## src/rtl/lbus_pkg.sv

```systemverilog
`default_nettype none
// ============================================================================
//  Module      : lbus_pkg
//  Description : Shared local-bus definitions: initiator FSM encoding and
//                default handshake timeout.
//  Revision    : 1.0 - initial release
// ============================================================================
package lbus_pkg;

    localparam int c_lbus_timeout_dflt = 16;

    typedef enum logic [2:0] {
        ST_IDLE     = 3'd0,
        ST_WRITE    = 3'd1,
        ST_READ     = 3'd2,
        ST_READ_END = 3'd3,
        ST_RESP     = 3'd4
    } lbus_state_e;

    // Counter must be able to hold the value TIMEOUT itself.
    function automatic int lbus_cnt_width(input int timeout);
        return $clog2(timeout + 1);
    endfunction

endpackage
`default_nettype wire

```

## src/rtl/lbus_master_if.sv

```systemverilog
`default_nettype none
// ============================================================================
//  Module      : lbus_master_if
//  Description : Command/response channel plus local-bus initiator signals.
//  Revision    : 1.0 - initial release
// ============================================================================
interface lbus_master_if #(
    parameter int ADDR_W = 32,
    parameter int DATA_W = 32,
    parameter int STRB_W = DATA_W / 8
) ();

    logic              cmd_valid;
    logic              cmd_ready;
    logic              cmd_we;
    logic [ADDR_W-1:0] cmd_addr;
    logic [DATA_W-1:0] cmd_wdata;
    logic [STRB_W-1:0] cmd_wstrb;

    logic              rsp_valid;
    logic              rsp_ready;
    logic [DATA_W-1:0] rsp_rdata;
    logic              rsp_err;

    logic [ADDR_W-1:0] waddr;
    logic [DATA_W-1:0] wdata;
    logic              wen;
    logic [STRB_W-1:0] wstrb;
    logic              wready;
    logic [ADDR_W-1:0] raddr;
    logic              ren;
    logic [DATA_W-1:0] rdata;
    logic              rvalid;

    modport master (
        input  cmd_valid, cmd_we, cmd_addr, cmd_wdata, cmd_wstrb,
        output cmd_ready,
        output rsp_valid, rsp_rdata, rsp_err,
        input  rsp_ready,
        output waddr, wdata, wen, wstrb, raddr, ren,
        input  wready, rdata, rvalid
    );

    modport slave (
        output cmd_valid, cmd_we, cmd_addr, cmd_wdata, cmd_wstrb,
        input  cmd_ready,
        input  rsp_valid, rsp_rdata, rsp_err,
        output rsp_ready,
        input  waddr, wdata, wen, wstrb, raddr, ren,
        output wready, rdata, rvalid
    );

endinterface
`default_nettype wire

```

## src/rtl/lbus_master.sv

```systemverilog
`default_nettype none
// ============================================================================
//  Module      : lbus_master
//  Description : Single-outstanding local-bus initiator with wready/rvalid
//                timeout and held response channel.
//  Revision    : 1.0 - initial release
// ============================================================================
module lbus_master
    import lbus_pkg::*;
#(
    parameter int ADDR_W  = 32,
    parameter int DATA_W  = 32,
    parameter int STRB_W  = DATA_W / 8,
    parameter int TIMEOUT = c_lbus_timeout_dflt
) (
    input  wire            clk,
    input  wire            rst,
    lbus_master_if.master  bus
);

    localparam int c_CNT_W = lbus_cnt_width(TIMEOUT);

    generate
        if (TIMEOUT < 2) begin : g_bad_timeout
            $error("lbus_master: TIMEOUT must be at least 2");
        end
    endgenerate

    lbus_state_e        r_state;
    lbus_state_e        w_state_nxt;
    logic [c_CNT_W-1:0] r_cnt;
    logic [c_CNT_W-1:0] w_cnt_nxt;
    logic [ADDR_W-1:0]  r_addr;
    logic [DATA_W-1:0]  r_wdata;
    logic [STRB_W-1:0]  r_wstrb;
    logic [DATA_W-1:0]  r_rsp_rdata;
    logic [DATA_W-1:0]  w_rsp_rdata_nxt;
    logic               r_rsp_err;
    logic               w_rsp_err_nxt;
    logic               w_cmd_ready;
    logic               w_accept;
    logic               w_cnt_last;

    // Held low while rst is high so no command can slip in during reset.
    assign w_cmd_ready = (r_state == ST_IDLE) && !rst;
    assign w_accept    = bus.cmd_valid && w_cmd_ready;
    // Last waiting cycle: one more increment would reach TIMEOUT.
    assign w_cnt_last  = (r_cnt == c_CNT_W'(TIMEOUT - 1));

    always_comb begin
        w_state_nxt     = r_state;
        w_cnt_nxt       = r_cnt;
        w_rsp_rdata_nxt = r_rsp_rdata;
        w_rsp_err_nxt   = r_rsp_err;
        unique case (r_state)
            ST_IDLE: begin
                if (w_accept) begin
                    w_state_nxt = bus.cmd_we ? ST_WRITE : ST_READ;
                    w_cnt_nxt   = '0;
                end
            end
            ST_WRITE: begin
                if (bus.wready) begin
                    w_state_nxt     = ST_RESP;
                    w_rsp_rdata_nxt = '0;
                    w_rsp_err_nxt   = 1'b0;
                end else if (w_cnt_last) begin
                    w_state_nxt     = ST_RESP;
                    w_rsp_rdata_nxt = '0;
                    w_rsp_err_nxt   = 1'b1;
                end else begin
                    w_cnt_nxt = r_cnt + c_CNT_W'(1);
                end
            end
            ST_READ: begin
                if (bus.rvalid) begin
                    w_state_nxt     = ST_READ_END;
                    w_rsp_rdata_nxt = bus.rdata;
                    w_rsp_err_nxt   = 1'b0;
                end else if (w_cnt_last) begin
                    w_state_nxt     = ST_READ_END;
                    w_rsp_rdata_nxt = '0;
                    w_rsp_err_nxt   = 1'b1;
                end else begin
                    w_cnt_nxt = r_cnt + c_CNT_W'(1);
                end
            end
            // One ren-low cycle so the responder can retire rvalid.
            ST_READ_END: begin
                w_state_nxt = ST_RESP;
            end
            ST_RESP: begin
                if (bus.rsp_ready) begin
                    w_state_nxt = ST_IDLE;
                end
            end
            default: begin
                w_state_nxt = ST_IDLE;
            end
        endcase
    end

    always_ff @(posedge clk) begin
        if (rst) begin
            r_state     <= ST_IDLE;
            r_cnt       <= '0;
            r_addr      <= '0;
            r_wdata     <= '0;
            r_wstrb     <= '0;
            r_rsp_rdata <= '0;
            r_rsp_err   <= 1'b0;
        end else begin
            r_state     <= w_state_nxt;
            r_cnt       <= w_cnt_nxt;
            r_rsp_rdata <= w_rsp_rdata_nxt;
            r_rsp_err   <= w_rsp_err_nxt;
            if (w_accept) begin
                r_addr  <= bus.cmd_addr;
                r_wdata <= bus.cmd_wdata;
                r_wstrb <= bus.cmd_wstrb;
            end
        end
    end

    assign bus.cmd_ready = w_cmd_ready;
    assign bus.rsp_valid = (r_state == ST_RESP);
    assign bus.rsp_rdata = r_rsp_rdata;
    assign bus.rsp_err   = r_rsp_err;

    assign bus.wen       = (r_state == ST_WRITE);
    assign bus.ren       = (r_state == ST_READ);
    assign bus.waddr     = r_addr;
    assign bus.raddr     = r_addr;
    assign bus.wdata     = r_wdata;
    assign bus.wstrb     = r_wstrb;

endmodule
`default_nettype wire

```

## src/flat_wrapper.sv

```systemverilog
// flat-port wrapper written by rule: the top's interface ports become plain ports
module lbus_master_flat import lbus_pkg::*;
#(
    parameter int ADDR_W  = 32,
    parameter int DATA_W  = 32,
    parameter int STRB_W  = DATA_W / 8,
    parameter int TIMEOUT = c_lbus_timeout_dflt
)
  (clk, rst, bus_cmd_valid, bus_cmd_we, bus_cmd_addr, bus_cmd_wdata, bus_cmd_wstrb, bus_cmd_ready, bus_rsp_valid, bus_rsp_rdata, bus_rsp_err, bus_rsp_ready, bus_waddr, bus_wdata, bus_wen, bus_wstrb, bus_raddr, bus_ren, bus_wready, bus_rdata, bus_rvalid);
  lbus_master_if #(.ADDR_W(ADDR_W), .DATA_W(DATA_W), .STRB_W(STRB_W)) bus_i ();
  input  wire clk;
  input  wire rst;
  input wire logic [$bits(bus_i.cmd_valid)-1:0] bus_cmd_valid;
  input wire logic [$bits(bus_i.cmd_we)-1:0] bus_cmd_we;
  input wire logic [$bits(bus_i.cmd_addr)-1:0] bus_cmd_addr;
  input wire logic [$bits(bus_i.cmd_wdata)-1:0] bus_cmd_wdata;
  input wire logic [$bits(bus_i.cmd_wstrb)-1:0] bus_cmd_wstrb;
  output wire logic [$bits(bus_i.cmd_ready)-1:0] bus_cmd_ready;
  output wire logic [$bits(bus_i.rsp_valid)-1:0] bus_rsp_valid;
  output wire logic [$bits(bus_i.rsp_rdata)-1:0] bus_rsp_rdata;
  output wire logic [$bits(bus_i.rsp_err)-1:0] bus_rsp_err;
  input wire logic [$bits(bus_i.rsp_ready)-1:0] bus_rsp_ready;
  output wire logic [$bits(bus_i.waddr)-1:0] bus_waddr;
  output wire logic [$bits(bus_i.wdata)-1:0] bus_wdata;
  output wire logic [$bits(bus_i.wen)-1:0] bus_wen;
  output wire logic [$bits(bus_i.wstrb)-1:0] bus_wstrb;
  output wire logic [$bits(bus_i.raddr)-1:0] bus_raddr;
  output wire logic [$bits(bus_i.ren)-1:0] bus_ren;
  input wire logic [$bits(bus_i.wready)-1:0] bus_wready;
  input wire logic [$bits(bus_i.rdata)-1:0] bus_rdata;
  input wire logic [$bits(bus_i.rvalid)-1:0] bus_rvalid;
  assign bus_i.cmd_valid = bus_cmd_valid;
  assign bus_i.cmd_we = bus_cmd_we;
  assign bus_i.cmd_addr = bus_cmd_addr;
  assign bus_i.cmd_wdata = bus_cmd_wdata;
  assign bus_i.cmd_wstrb = bus_cmd_wstrb;
  assign bus_cmd_ready = bus_i.cmd_ready;
  assign bus_rsp_valid = bus_i.rsp_valid;
  assign bus_rsp_rdata = bus_i.rsp_rdata;
  assign bus_rsp_err = bus_i.rsp_err;
  assign bus_i.rsp_ready = bus_rsp_ready;
  assign bus_waddr = bus_i.waddr;
  assign bus_wdata = bus_i.wdata;
  assign bus_wen = bus_i.wen;
  assign bus_wstrb = bus_i.wstrb;
  assign bus_raddr = bus_i.raddr;
  assign bus_ren = bus_i.ren;
  assign bus_i.wready = bus_wready;
  assign bus_i.rdata = bus_rdata;
  assign bus_i.rvalid = bus_rvalid;
  lbus_master #(.ADDR_W(ADDR_W), .DATA_W(DATA_W), .STRB_W(STRB_W), .TIMEOUT(TIMEOUT)) u_core (.clk(clk), .rst(rst), .bus(bus_i));
endmodule
```

## config.mk

```make
export PLATFORM = sky130hd
export DESIGN_NAME = lbus_master_flat
export DESIGN_NICKNAME = d
export VERILOG_FILES = /design/src/rtl/lbus_pkg.sv /design/src/rtl/lbus_master_if.sv /design/src/rtl/lbus_master.sv /design/src/flat_wrapper.sv
export SDC_FILE = /design/constraint.sdc
export NUM_CORES = 1
export LEC_CHECK = 0
export ABC_AREA = 1
export CAP_MARGIN = 20
export CORE_ASPECT_RATIO = 1.5
export CORE_UTILIZATION = 40
export DETAILED_ROUTE_END_ITERATION = 16
export PLACE_DENSITY = 0.82
export SLEW_MARGIN = 30
export SYNTH_ARGS = -nofsm -noshare
export SYNTH_HDL_FRONTEND = slang
export SYNTH_SLANG_ARGS = --single-unit
```

## constraint.sdc

```tcl
create_clock -name clk -period 2.2 [get_ports clk]
set_clock_uncertainty 0.2 [all_clocks]
set_input_delay 0.44 -clock clk [delete_from_list [all_inputs] [get_ports clk]]
set_output_delay 0.44 -clock clk [all_outputs]
set_load 0.05 [all_outputs]
```

==> results.sh <==
export IMPL_design_area_sq_mm=0.00754
export IMPL_path_clk_slew_ns=0.08
export IMPL_post_route_cells_drive_above_1_share_pct=6.93
export IMPL_whs_endpoint="u_core.bus.rsp_rdata[9]$_SDFFE_PP0P_"
export IMPL_r2r_cells=10
export IMPL_max_freq_mhz=461
export IMPL_p_total_mw=8.78
export IMPL_relSlewSlack_pct=64.4
export IMPL_path_class="reg2out"
export IMPL_rsz0062_at_grt="no"
export IMPL_preCtsSetupSlack_ns=0.149
export IMPL_hold_start="u_core.bus.rsp_rdata[9]$_SDFFE_PP0P_"
export IMPL_synth_main_ff_cell="dfxtp_1"
export IMPL_post_dp_cell_area_sq_mm=0.00709
export IMPL_fin_ws_ns=0.0309
export IMPL_setup_violations=0
export IMPL_firstDrtPassIters=4
export IMPL_p_leak_nw=3.70
export IMPL_pwr_density_cell_mw_per_mm2=1160
export IMPL_post_route_period_util_pct=98.6
export IMPL_hpwlAfterDp_microns=9140
export IMPL_synth_warnings=0
export IMPL_cts_setup_buffers=0
export IMPL_postCtsHoldBufs=0
export IMPL_cp_depth=1
export IMPL_hold_slack_ns=0.277
export IMPL_synth_top_cell_by_area="dfxtp_1"
export IMPL_rows=48
export IMPL_numCtsBuffers=9
export IMPL_synthToLayoutAreaGrowth_pct=61.1
export IMPL_wl_microns=13100
export IMPL_finalSetupTns_ns=0
export IMPL_worstSetupEndpointType="output pin"
export IMPL_cp_num_buf_inv=1
export IMPL_grtUsageTotal_pct=20.8
export IMPL_grt_pass1_wl_microns=20500
export IMPL_cp_top_family="buffers and inverters"
export IMPL_worst_slew_pin_slew_ns=0.533
export IMPL_crit_chain="clkdlybuf4s50_1"
export IMPL_yosys_top_cells_area="dfxtp_1, nand2_1, o21ai_0, o211ai_1, buf_4"
export IMPL_boundaryPins=244
export IMPL_ant_nets=0
export IMPL_worstSkewPairLatency_ns=0.34
export IMPL_reg2reg_from="u_core.r_cnt[0]$_SDFFE_PP0P_"
export IMPL_synth_cell_types=23
export IMPL_grt_ovfl_total=0
export IMPL_antenna_found_initial=0
export IMPL_ir_drop_uv=870
export IMPL_synth_top_cell_area_share_pct=46.6
export IMPL_clk_path_buf_depth=2
export IMPL_antennaDiodeCount=0
export IMPL_ys_seq_area_share_pct=46.6
export IMPL_nets=941
export IMPL_core_sq_mm=0.0115
export IMPL_timing_rr_end="u_core.bus.rsp_rdata[29]$_SDFFE_PP0P_"
export IMPL_via_per_inst=4.78
export IMPL_start_kind="flip-flop"
export IMPL_cts_tree="built"
export IMPL_grt_max_degree=68
export IMPL_netlist_instances=638
export IMPL_netlist_area_sq_mm=0.00468
export IMPL_gp_congestion=0.757
export IMPL_die_area_sq_mm=0.0121
export IMPL_first_global_vias=4149
export IMPL_synth_seq_cells=109
export IMPL_drv_cap=0
export IMPL_port_buffers=243
export IMPL_slowest_stage="clkdlybuf4s50_1"
export IMPL_die_h_microns=134
export IMPL_fillCellCount=939
export IMPL_arrival_ns=1.53
export IMPL_cp_max_fo=3
export IMPL_r2r_setup_slack_ns=0.24
export IMPL_hold_viol_final=0
export IMPL_clock_root_buffer="clkbuf_16"
export IMPL_ctsResizeCount=15
export IMPL_initial_core_util_pct=40.8
export IMPL_hold_depth=2
export IMPL_drc=0
export IMPL_syn_avg_cell_area_sq_um=7.34
export IMPL_routedWlPerCell_microns=13.3
export IMPL_vias=4717
export IMPL_synth_edf_count=0
export IMPL_hold_path_class="reg2reg"
export IMPL_slew_violations=0
export IMPL_synth_async_sr_flop_share_pct=0
export IMPL_die_x_microns=90.3
export IMPL_max_stage_delay_ns=0.82
export IMPL_fin_crit_ns=2.17
export IMPL_syn_nets=747
export IMPL_htreeDepth=3
export IMPL_cts_sinks=109
export IMPL_status="finished, final reports clean"
export IMPL_required_ns=1.56
export IMPL_drt_initial_drc_count=157
==> stage by stage <==
step | instances | utilization, %
final | 987 | 65.8
after global routing | 987 | 65.8
after CTS | 987 | 64.7
after detailed placement | 971 | 61.8
after global placement | 971 | 61.8
after floorplan | 638 | -
==> cell type report <==
class / count / area (sq um) / share of cell area [%]
flip-flops and latches: 109 / 2180 / 28.9
well taps: 150 / 188 / 2.49
repair buffers: 257 / 2750 / 36.5
inverters: 15 / 56.3 / 0.747
clock inverters: 6 / 119 / 1.58
clock buffers: 10 / 239 / 3.17
multi-input cells: 440 / 2000 / 26.6
==> metal layers <==
layer	vias to the layer above	wire length [microns]	share of wire [%]	track usage (%)
li1	2432	-	-	-
met1	2108	5580	43	25.5
met2	167	6500	50	35.5
met3	10	885	6.7	5.63
met4	0	161	1.2	6.54
met5	-	0	0	0
==> cells in the mapped netlist, types with 4 or more instances <==
| cell type | count |
|---|---|
| buf_1 | 4 |
| dfxtp_1 | 109 |
| buf_4 | 33 |
| o21ai_0 | 61 |
| clkbuf_1 | 16 |
| nand3_1 | 12 |
| o211ai_1 | 34 |
| o21ai_1 | 8 |
| buf_2 | 17 |
| a21oi_1 | 42 |
| nor2_1 | 17 |
| nand2_1 | 255 |
| buf_6 | 4 |
| inv_1 | 14 |
==> worst reg2reg max path, delay by kind of cell (launching register included) <==
family	cells	cell delay, ns
flops	1	0.41
buf+inv	2	0.29
simple gates	4	0.33
compound gates	2	0.20
fa+ha+maj	2	0.42
==> cells in the final DEF, fill, tap and decap left out, types with 13 or more instances in the layout <==
cell type,count
a21oi_1,42
buf_12,13
buf_4,17
clkdlybuf4s50_1,167
dfxtp_1,109
dlygate4sd2_1,15
dlymetal6s2s_1,45
inv_1,13
nand2_1,255
nor2_1,15
o211ai_1,34
o21ai_0,61
==> cells by family after synthesis <==
kind of cell | synth area share (%)
AOI/OAI and AO/OA | 17.5
adders and majority gates | 0.535
buffers and inverters | 10.9
DFF | 46.6
and+or+nand+nor | 24.5
==> where the power goes <==
| part | switching [mW] | internal, mW | total (mW) |
|---|---|---|---|
| combinational | 2.83 | 1.42 | 4.25 |
| sequential | 0.285 | 2.34 | 2.63 |
| clock | 0.742 | 1.16 | 1.90 |
==> registers in the layout (all words and copies together) (netlist names) <==
| register | cells |
|---|---|
| u_core.r_state | 3 |
| u_core.bus.rsp_err | 1 |
| u_core.bus.rsp_rdata | 32 |
| u_core.bus.wdata | 32 |
| u_core.bus.raddr | 32 |
| u_core.r_cnt | 5 |
| u_core.bus.wstrb | 4 |
==> worst max-delay path by stage <==
| stage | start | endpoint |
|---|---|---|
| global placement | rst | u_core.r_cnt[2]$_SDFFE_PP0P_ |
| CTS | u_core.bus.raddr[6]$_SDFFE_PP0P_ | bus_waddr[6] |
| finish | u_core.bus.rsp_rdata[27]$_SDFFE_PP0P_ | bus_rsp_rdata[27] |
| floorplan | rst | bus_cmd_ready |
| detailed placement | rst | u_core.bus.raddr[4]$_SDFFE_PP0P_ |
| global route | u_core.bus.rsp_rdata[15]$_SDFFE_PP0P_ | bus_rsp_rdata[15] |
Note: power is estimated with default switching activity, not from simulation.
